[src/rtl/decode_pkg.sv]
// Shared types for the decode stage: opcode set, default field widths, decoded entry layout.
package decode_pkg;

    localparam int unsigned OFF_W_DEF = 13;
    localparam int unsigned REG_W_DEF = 5;
    localparam int unsigned OP_W_DEF  = 4;
    localparam int unsigned CNT_W_DEF = 16;

    // LAST_OP is the count of legal opcodes, not an opcode itself
    typedef enum logic [OP_W_DEF-1:0] {
        ADD, SUB, AND, OR, XOR, SHL, SHR, LW,
        SW, BEQ, BGT, BGE, JMP,
        LAST_OP
    } opcode_e;

    typedef struct packed {
        logic [OFF_W_DEF-1:0] offset;
        logic [REG_W_DEF-1:0] ra;
        logic [REG_W_DEF-1:0] rb;
        logic [REG_W_DEF-1:0] rd;
        logic [OP_W_DEF-1:0]  opcode;
        logic                 exc;
    } dec_entry_t;

    typedef enum logic [1:0] {
        BUF_EMPTY,
        BUF_ONE,
        BUF_TWO
    } buf_state_e;

endpackage

[src/rtl/decode_skid.sv]
// Two-entry FIFO skid buffer with registered ready/valid; head entry drives the outputs.
module decode_skid
    import decode_pkg::*;
#(
    parameter type T = dec_entry_t
) (
    input  logic clk_i,
    input  logic rst_ni,
    input  logic flush_i,
    input  T     in_data_i,
    input  logic in_valid_i,
    output logic in_ready_o,
    output T     out_data_o,
    output logic out_valid_o,
    input  logic out_ready_i
);

    buf_state_e state_q, state_d;
    T           head_q, skid_q;
    logic       ready_q, valid_q;
    logic       in_xfer, out_xfer;
    logic       head_ld, head_from_skid, skid_ld;

    assign in_xfer  = in_valid_i & ready_q;
    assign out_xfer = valid_q & out_ready_i;

    always_ff @(posedge clk_i or negedge rst_ni) begin
        if (!rst_ni) begin
            state_q <= BUF_EMPTY;
        end else begin
            state_q <= state_d;
        end
    end

    // Occupancy transitions; flush wins over any transfer
    always_comb begin
        state_d = state_q;
        if (flush_i) begin
            state_d = BUF_EMPTY;
        end else begin
            case (state_q)
                BUF_EMPTY: if (in_xfer) state_d = BUF_ONE;
                BUF_ONE: begin
                    if (in_xfer && !out_xfer)      state_d = BUF_TWO;
                    else if (!in_xfer && out_xfer) state_d = BUF_EMPTY;
                end
                BUF_TWO:   if (out_xfer) state_d = BUF_ONE;
                default:   state_d = BUF_EMPTY;
            endcase
        end
    end

    always_comb begin
        head_ld        = 1'b0;
        head_from_skid = 1'b0;
        skid_ld        = 1'b0;
        if (!flush_i) begin
            case (state_q)
                BUF_EMPTY: head_ld = in_xfer;
                BUF_ONE: begin
                    head_ld = in_xfer & out_xfer;
                    skid_ld = in_xfer & ~out_xfer;
                end
                BUF_TWO: begin
                    head_ld        = out_xfer;
                    head_from_skid = out_xfer;
                end
                default: ;
            endcase
        end
    end

    // Data holds on flush so the field outputs keep their last values
    always_ff @(posedge clk_i or negedge rst_ni) begin
        if (!rst_ni) begin
            head_q  <= '0;
            skid_q  <= '0;
            ready_q <= 1'b0;
            valid_q <= 1'b0;
        end else begin
            if (head_ld) head_q <= head_from_skid ? skid_q : in_data_i;
            if (skid_ld) skid_q <= in_data_i;
            ready_q <= (state_d != BUF_TWO);
            valid_q <= (state_d != BUF_EMPTY);
        end
    end

    assign in_ready_o  = ready_q;
    assign out_valid_o = valid_q;
    assign out_data_o  = head_q;

endmodule

[src/rtl/decode_stage.sv]
// Instruction decode stage: field slicing and malformed-instruction detection in front of a skid buffer.
module decode_stage
    import decode_pkg::*;
#(
    parameter int unsigned OFF_W   = OFF_W_DEF,
    parameter int unsigned REG_W   = REG_W_DEF,
    parameter int unsigned OP_W    = OP_W_DEF,
    parameter int unsigned NUM_OPS = 32'(LAST_OP),
    parameter int unsigned CNT_W   = CNT_W_DEF,
    localparam int unsigned ILEN   = OFF_W + 3*REG_W + OP_W
) (
    input  logic              clk_i,
    input  logic              rst_ni,
    input  logic              flush_i,
    input  logic [ILEN-1:0]   instr_i,
    input  logic              instr_valid_i,
    output logic              instr_ready_o,
    output logic [OFF_W-1:0]  offset_o,
    output logic [REG_W-1:0]  ra_o,
    output logic [REG_W-1:0]  rb_o,
    output logic [REG_W-1:0]  rd_o,
    output logic [OP_W-1:0]   opcode_o,
    output logic              exception_o,
    output logic              dec_valid_o,
    input  logic              dec_ready_i,
    output logic [CNT_W-1:0]  exc_count_o
);

    typedef struct packed {
        logic [OFF_W-1:0] offset;
        logic [REG_W-1:0] ra;
        logic [REG_W-1:0] rb;
        logic [REG_W-1:0] rd;
        logic [OP_W-1:0]  opcode;
        logic             exc;
    } entry_t;

    entry_t           in_entry, out_entry;
    logic             illegal_op, rd_forbidden;
    logic [CNT_W-1:0] exc_count_q;

    // Slice at acceptance; stores and control transfers must not name a destination
    always_comb begin
        in_entry        = '0;
        in_entry.opcode = instr_i[OP_W-1:0];
        in_entry.rd     = instr_i[OP_W +: REG_W];
        in_entry.rb     = instr_i[OP_W+REG_W +: REG_W];
        in_entry.ra     = instr_i[OP_W+2*REG_W +: REG_W];
        in_entry.offset = instr_i[OP_W+3*REG_W +: OFF_W];
        illegal_op      = (32'(in_entry.opcode) >= NUM_OPS);
        rd_forbidden    = in_entry.opcode inside {OP_W'(SW), OP_W'(BEQ), OP_W'(BGT),
                                                  OP_W'(BGE), OP_W'(JMP)};
        in_entry.exc    = illegal_op | (rd_forbidden & (in_entry.rd != '0));
    end

    decode_skid #(
        .T (entry_t)
    ) u_skid (
        .clk_i       (clk_i),
        .rst_ni      (rst_ni),
        .flush_i     (flush_i),
        .in_data_i   (in_entry),
        .in_valid_i  (instr_valid_i),
        .in_ready_o  (instr_ready_o),
        .out_data_o  (out_entry),
        .out_valid_o (dec_valid_o),
        .out_ready_i (dec_ready_i)
    );

    assign offset_o    = out_entry.offset;
    assign ra_o        = out_entry.ra;
    assign rb_o        = out_entry.rb;
    assign rd_o        = out_entry.rd;
    assign opcode_o    = out_entry.opcode;
    assign exception_o = dec_valid_o & out_entry.exc;

    // Saturating count of exceptions actually handed downstream
    always_ff @(posedge clk_i or negedge rst_ni) begin
        if (!rst_ni) begin
            exc_count_q <= '0;
        end else if (dec_valid_o && dec_ready_i && !flush_i && out_entry.exc
                     && (exc_count_q != '1)) begin
            exc_count_q <= exc_count_q + CNT_W'(1);
        end
    end

    assign exc_count_o = exc_count_q;

endmodule
[config.mk]
export PLATFORM = sky130hd
export DESIGN_NAME = decode_stage
export DESIGN_NICKNAME = d
export VERILOG_FILES = /design/src/rtl/decode_pkg.sv /design/src/rtl/decode_skid.sv /design/src/rtl/decode_stage.sv
export SDC_FILE = /design/constraint.sdc
export NUM_CORES = 1
export LEC_CHECK = 0
export CORE_MARGIN = 4
export CORE_UTILIZATION = 52
export CTS_BUF_LIST = sky130_fd_sc_hd__clkbuf_4
export DETAILED_ROUTE_END_ITERATION = 8
export GPL_TIMING_DRIVEN = 1
export PLACE_DENSITY = 0.92
export SLEW_MARGIN = 10
export SYNTH_ARGS = -nofsm -noshare
export SYNTH_HDL_FRONTEND = slang
export SYNTH_SLANG_ARGS = --single-unit
export TNS_END_PERCENT = 30
[constraint.sdc]
create_clock -name clk_i -period 2.25 [get_ports clk_i]
set_input_delay 0.45 -clock clk_i [delete_from_list [all_inputs] [get_ports clk_i]]
set_output_delay 0.45 -clock clk_i [all_outputs]
set_load 0.03 [all_outputs]
# Yosys cells after proc, flatten, opt, wreduce, memory -nomap -nowiden
# Index checks and enable logic that the tools add are counted.
[op_classes]
addsub = 1
n_lt_le_gt_ge = 1
eq_ne = 9
n_mux = 13
n_bitwise = 8
n_reduce_logical = 13
[ops]
columns = ["operator", "count"]
rows = [
  ["$mux 33", 1],
  ["$eq 4x4->1 const B", 5],
  ["$add 16x1->16 const B", 1],
  ["$ne 16x16->1 const B", 1],
  ["$mux 2", 5],
  ["$reduce_bool 5->1", 2],
  ["$and 1x1->1", 6],
  ["$logic_and 1x1->1", 6],
  ["$pmux 2 s3", 1],
  ["$mux 1", 5],
  ["$ge 4x4->1 const B", 1],
  ["$logic_not 1->1", 3],
  ["$pmux 1 s3", 1],
  ["$eq 2x1->1 const B", 1],
  ["$eq 2x2->1 const B", 1],
  ["$logic_not 2->1", 1],
  ["$ne 2x2->1 const B", 1],
  ["$reduce_bool 2->1", 1],
  ["$not 1->1", 1],
  ["$or 1x1->1", 1],
]
[word_totals]
reg_bits = 86
inputBits = 37
output_inout_bits = 51
wordCells = 61

# Logic depth before layout (Yosys ltp)
[logic_depth]
depth_word = 8
depth_mapped = 6
depth_no_buf = 5

# Cells and area by module
# Synthesis repeated with hierarchy kept, for this count alone.
[unflattened]
hier_cells = 316
area_unflattened_um2 = 3931.3
[by_module_without_submodules]
columns = ["module", "instances", "cells_per_inst", "area_each_um2", "seq_area_each_um2"]
rows = [
  ["decode_skid", 1, 235, 2997.9, 1751.7],
  ["decode_stage", 1, 81, 933.4, 400.4],
]

# Worst setup path after synthesis
# No wires, ideal clock.
[synth_timing]
path_type = "register -> register"
start = "register u_skid.valid_q, in the netlist u_skid.out_valid_o"
end = "register u_skid.skid_q[10] (netlist name)"
setup_time_ps = 125
arrival_ps = 1859
path_slack_ps = 266
stages_incl_launch_ff = 6
path_buffers = 2
cell_sequence = "dfrtp_1 -> a21boi_2 -> or4b_1 -> buf_4 -> buf_6 -> mux2_4"
[synth_between]
elab_chain_len = 5
[synth_rtl]
columns = ["element", "line_no", "source"]
rows = [
  ["start: declaration", "decode_skid.sv:20", "logic ready_q, valid_q;"],
  ["start signal: assignment", "decode_skid.sv:84", "valid_q <= (state_d != BUF_EMPTY);"],
  ["$and 1x1->1", "decode_skid.sv:25", "assign out_xfer = valid_q & out_ready_i;"],
  ["$not 1->1", "decode_skid.sv:62", "skid_ld = in_xfer & ~out_xfer;"],
  ["$and 1x1->1", "decode_skid.sv:62", ""],
  ["$mux 1", "decode_skid.sv:58", "case (state_q)"],
  ["$mux 1", "decode_skid.sv:57", "if (!flush_i) begin"],
  ["end signal: assignment", "decode_skid.sv:82", "if (skid_ld) skid_q <= in_data_i;"],
  ["end: declaration", "decode_skid.sv:19", "T head_q, skid_q;"],
]
# Every way passes these cells.
# A chain may end at the register's enable or synchronous reset.

# Worst setup path after layout
[layout_timing]
start = "register u_skid.valid_q, in the netlist u_skid.out_valid_o"
end = "output dec_valid_o"
[layout_rtl]
columns = ["element", "line_no", "source"]
rows = [
  ["end: declaration", "decode_stage.sv:24", "output logic dec_valid_o,"],
]
# No word-level cell between the ends.

==> metrics.txt <==
outcome completed; post-DR wirelength/cell 16.3 µm; Die Span X ~96 µm; final slew viol count 0; GRT Util Overall 19.7%; Rows 31; adder-cell share of the synthesized area 0.313%; main combinational cell family by area after synthesis multiplexers; root buf cell clkbuf_4; Crit-path slowest cell clkdlybuf4s50_1; Hold Crit Class in2async; Layout area overhead 23.9%; Clock Tree Buf Depth 2; final instance area between 4000 and 5000 µm²; RSZ-0062 raised after global routing false; cell count after synthesis 345; vias in the first global route around 2900; Placed Instances 498; ant diodes 0; syn nets 383; Buf/Inv on CP 1; clk sinks between 80 and 90; number of flops mapped to enable cells by yosys 0; Placement Setup Slack -0.153 ns; cell leakage power around 2.4 nW; Power Dens Cells between 900 and 1000 nW/µm²; Worst Hold Margin 0.0148 ns; DP HPWL 5.94 mm; fmax 480 MHz; max_slew headroom 60.7%; Vias ~2800; Compound-Gate Fraction of Synth Area 10.8%; number of CTS-inserted buffers 9; sequential area share after synthesis 53.8%; filler cell count 566; Area contributors post-synth dfrtp_1 (54%), mux2_4 (11%), buf_4 (6.2%), o22ai_1 (3.8%), a21oi_1 (3.0%); Remaining DRCs 0; Slew @ Worst Pin 0.588 ns; initial core utilization 54.3%; critical path fanouts, max 8; multi-input logic area 1440 µm²; Initial DRC Count 140; worst setup margin 0.165 ns; Pwr Total ~4.9 mW; clock period minus worst slack between 2 and 2.5 ns; Vias/cell between 5 and 6; # port buffers 87; Peak VDD IR 507 µV; cts hold-fix bufs 0; Max Cap Violations 0; Netlist cell types 40; crit end category output port; Startpoint Class register; global route overflow 0; CP required 1.80 ns; Post-synth ARST share 100%; Post-Synth Simple-Gate Area roughly a tenth; Yosys warning count 0; clk_lat worst skew ~0.40 ns; DP Area roughly 4800 µm²; fin crit share ~93%; boundary pin count 88; syn avg cell area between 10 and 15 µm²; Die ar. 9170 µm²; Final Setup Violations 0; Main synth FF type dfrtp_1; mux contribution to synthesized area approximately an eighth; first-pass GRT wire length 14.0 mm; final net count 448; largest net degree at the start of global routing 45; Final Core Density 67.3%; critical path's top delay family buffers and inverters; Yosys top cell area share ~54%; synthesis-stage register bit count 86; CTS HTree Levels 3; final setup TNS 0 ns; CTS tree built; Initial DRT Pass Iterations 4; Synth Cell Area 4000 µm²; Die Ht approximately 96 µm; antenna-violating nets left 0; final hold vios 0; Worst Skew 0.0151 ns; layout cell share with drive strength beyond 1 15.7%; gpl congestion between 0.8 and 0.9; arrival time at the worst endpoint 1.63 ns; Post-Synth XOR/XNOR Area 3.28%; WS Path Type reg2out; initial antenna violation count 0; cells along the critical path clkdlybuf4s50_1; final wirelength 8.39 mm; biggest area consumer among synthesized cells dfrtp_1; CORE AREA around 7400 µm²; Worst-path clk slew 0.13 ns; fin cells 514; CP peak stage delay 0.73 ns; register area 2150 µm²
-- flip-flops by register name, indices dropped and copies added (netlist names) --
register and flops:
u_skid.out_valid_o 1, u_skid.state_q 2, u_skid.in_ready_o 1, exc_count_o 16, u_skid.out_data_o 33, u_skid.skid_q 33
-- cells in the final DEF (no fill, tap or decap), drive strengths merged, types with 4 or more instances in the layout --
cell type / instances
nand4: 6
clkdlybuf4s50: 85
xor2: 13
clkbuf: 10
nor3: 6
o22ai: 24
nor4: 6
inv: 25
o21ai: 4
a21oi: 24
mux2: 34
nor2: 6
a22oi: 9
dfrtp: 86
buf: 14
nand2: 27
clkinv: 4
-- cells in the mapped netlist, types with 3 or more instances --
cell type	n
buf_6	3
o21ai_0	3
nand2_1	27
and3_1	3
nand4_1	6
clkbuf_1	10
inv_1	25
nor4_1	5
nor3_1	6
nor2_1	6
nor3b_1	3
dfrtp_1	86
xor2_1	13
buf_4	33
o22ai_1	24
a22oi_1	9
mux2_4	28
mux2_2	6
a21oi_1	24
-- logic make-up after synthesis --
kind of cell	count (synthesis)
adders and majority gates	1
muxes	34
buffers and inverters	71
and+or+nand+nor	69
xor gates and xnor gates	15
DFF	86
AOI/OAI and AO/OA	69
-- area by class of cell --
| cell class | instances | share of cell area [%] |
|---|---|---|
| flip-flops and latches | 86 | 43.4 |
| multi-input cells | 188 | 29.0 |
| repair buffers | 100 | 20.2 |
| well taps | 99 | 2.50 |
| inverters | 25 | 1.89 |
| clock inverters | 6 | 1.54 |
| clock buffers | 10 | 1.51 |
-- power breakdown --
| group | leakage [nW] | switching [mW] | internal (mW) |
|---|---|---|---|
| Sequential | 1.04 | 0.313 | 2.02 |
| Clock | 0.0829 | 0.481 | 0.452 |
| Combinational | 1.26 | 0.776 | 0.872 |
-- final timing paths --
path | start | end | slack (ns) | depth (start not counted)
min in group clk_i | u_skid.out_data_o[21] | u_skid.out_data_o[21] | 0.49 | 2
worst max-delay path | u_skid.out_valid_o | dec_valid_o | 0.17 | 1
max in group asynchronous | rst_ni | u_skid.out_data_o[21] | 1.60 | 2
worst min-delay path | rst_ni | u_skid.out_data_o[10] | 0.01 | 1
worst max register to register | u_skid.out_valid_o | u_skid.skid_q[17] | 0.25 | 4
worst min register to register | u_skid.out_data_o[21] | u_skid.out_data_o[21] | 0.49 | 2
-- what timing repair did --
item,in CTS,in global routing
resized for setup,1,0
setup endpoints to repair,1,0
setup buffers,0,0
hold endpoints to repair,0,0
-- routing by layer --
layer | up-vias | track usage (%) | share of wire [%]
li1 | 1309 | - | -
met1 | 1385 | 26.2 | 43
met2 | 102 | 32.3 | 50
met3 | 13 | 3.44 | 5.2
met4 | 0 | 7.82 | 1.6
met5 | - | 0 | 0
Note: power is estimated with default switching activity, not from simulation.
==> RTL edit: new RTL, same flow settings <==
Make the reset (`rst_ni`) synchronous in 3 clocked blocks.
--- a/src/rtl/decode_skid.sv
+++ b/src/rtl/decode_skid.sv
@@ -26,3 +26,3 @@
 
-    always_ff @(posedge clk_i or negedge rst_ni) begin
+    always_ff @(posedge clk_i) begin
         if (!rst_ni) begin
@@ -73,3 +73,3 @@
     // Data holds on flush so the field outputs keep their last values
-    always_ff @(posedge clk_i or negedge rst_ni) begin
+    always_ff @(posedge clk_i) begin
         if (!rst_ni) begin
--- a/src/rtl/decode_stage.sv
+++ b/src/rtl/decode_stage.sv
@@ -77,3 +77,3 @@
     // Saturating count of exceptions actually handed downstream
-    always_ff @(posedge clk_i or negedge rst_ni) begin
+    always_ff @(posedge clk_i) begin
         if (!rst_ni) begin
Formal check against the unedited RTL: differs if rst_ni is asserted again (counterexample within 4 cycles, from zero or initial values and one cycle with rst_ni low); with rst_ni held inactive, the same outputs for 10 cycles.
==> RTL edit against the original RTL <==
- die area fell by 6.2%
- synthesized area fell by 6.8%
- sequential cell count did not move
- cell count rose by 13%
- synthesized cell count rose by 24%
- register-to-register slack improved by 0.20 ns
- routed wire length rose by 11%
- design area fell by 6.2%
- setup slack got worse by 0.066 ns
- fmax fell by 3.1%
- clock skew fell by 0.00074 ns
- critical path type unchanged
- highest routed layer unchanged
Power is not compared: it rests on default switching activity, and its combinational part moved more than twofold at a synthesized area within 25%.
==> RTL edit: results (changes against the original RTL) <==
.. list-table::
   :header-rows: 1

   * - Metric
     - Value
   * - Outcome
     - completed
   * - First-pass GRT wire length
     - 15400 um (+10%)
   * - Adder-Cell Fraction of Synth Area
     - 0.335% (+0.023 points)
   * - Placed Area
     - 4520 um2 (-6.1%)
   * - Pre-CTS worst setup slack
     - 0.0210 ns (+0.174 ns)
   * - Critical path arrival
     - 1.70 ns (+0.07 ns)
   * - Routed met3 length
     - 577 um (+31%)
   * - Compound-Gate Fraction of Synth Area
     - 25.3% (+15 points)
   * - Met3 track utilization from global routing
     - 4.39% (+0.95 points)
   * - Post-cts gate resize count
     - 0 (-1)
   * - Worst reg-to-reg setup slack
     - 0.45 ns (+0.20 ns)
   * - Number of global-route vias before repair
     - 3266 (+14%)
   * - Slew @ Worst Pin
     - 0.376 ns (-0.212 ns)
   * - Total detailed-routing wirelength
     - 9290 um (+11%)
   * - Xor-xnor portion of the synthesized cell area
     - 0.235% (-3.0 points)
   * - Top flip-flop cell by instance count after synthesis
     - sky130_fd_sc_hd__dfxtp_1
   * - Critical path capture point
     - exception_o
   * - Fin Hold WS
     - 0.463 ns (+0.448 ns)
   * - Number of iterations in the first detailed-routing pass
     - 5 (+1)
   * - Logic depth of the worst register-to-register path
     - 5 (+1)
   * - Worst setup startpoint
     - u_skid.out_valid_o
   * - Maximum net fanout on the critical path
     - 7 (-1)
   * - Portion of the post-synthesis area used by sequential elements
     - 46.1% (-7.6 points)
   * - Net total in the final layout
     - 518 (+16%)
   * - GRT met2 Usage
     - 37.2% (+4.8 points)
   * - Post-route clock skew
     - 0.0144 ns (-0.000742 ns)
   * - Ranking of synthesized cells by instance count
     - sky130_fd_sc_hd__dfxtp_1, sky130_fd_sc_hd__nand2_1, sky130_fd_sc_hd__a21oi_1, sky130_fd_sc_hd__buf_4, sky130_fd_sc_hd__a22oi_1
   * - Class of the tightest hold or removal check
     - reg2reg
   * - Via count of the routed design
     - 3364 (+20%)
   * - Final Cycle Share
     - 95.6% (+2.9 points)
   * - HPWL Detailed
     - 6490 um (+9.2%)
   * - Number of nets in the synthesized netlist
     - 465 (+21%)
   * - Routed length per placed instance
     - 16.0 um (-2.1%)
   * - Post-Route M1 WL
     - 3860 um (+6.5%)
   * - Worst flop-to-flop path startpoint
     - exc_count_o[0]
   * - Aggregate global-route resource usage
     - 21.9% (+2.2 points)
   * - Global routing met1 resource utilization
     - 27.1% (+0.94 points)
[RTL edit: cell type report]
type                    count  area, um2  area share, %
flip-flops and latches     86       1720           37.0
well taps                  96        120           2.58
multi-input cells         277       1650           35.4
clock inverters             6       62.6           1.34
clock buffers              10       75.1           1.61
inverters                   3       11.3          0.242
repair buffers            103       1020           21.8
[RTL edit: worst register-to-register path, cell delays in order (launching register included)]
cell                      delay [ns]
sky130_fd_sc_hd__dfxtp_1        0.42
sky130_fd_sc_hd__ha_1           0.23
sky130_fd_sc_hd__and4_1         0.28
sky130_fd_sc_hd__nand3_2        0.13
sky130_fd_sc_hd__or4_1          0.53
sky130_fd_sc_hd__a21oi_1        0.15
[RTL edit: power groups by stage]
stage | combinational, mW | sequential (mW) | clock, mW
finish | 0.290 | 1.57 | 0.855
global route | 0.308 | 1.57 | 0.936
CTS | 0.290 | 1.57 | 0.870
detailed placement | 0.289 | 1.60 | 0
global placement | 0.284 | 1.60 | 0
floorplan | 0.159 | 1.60 | 0
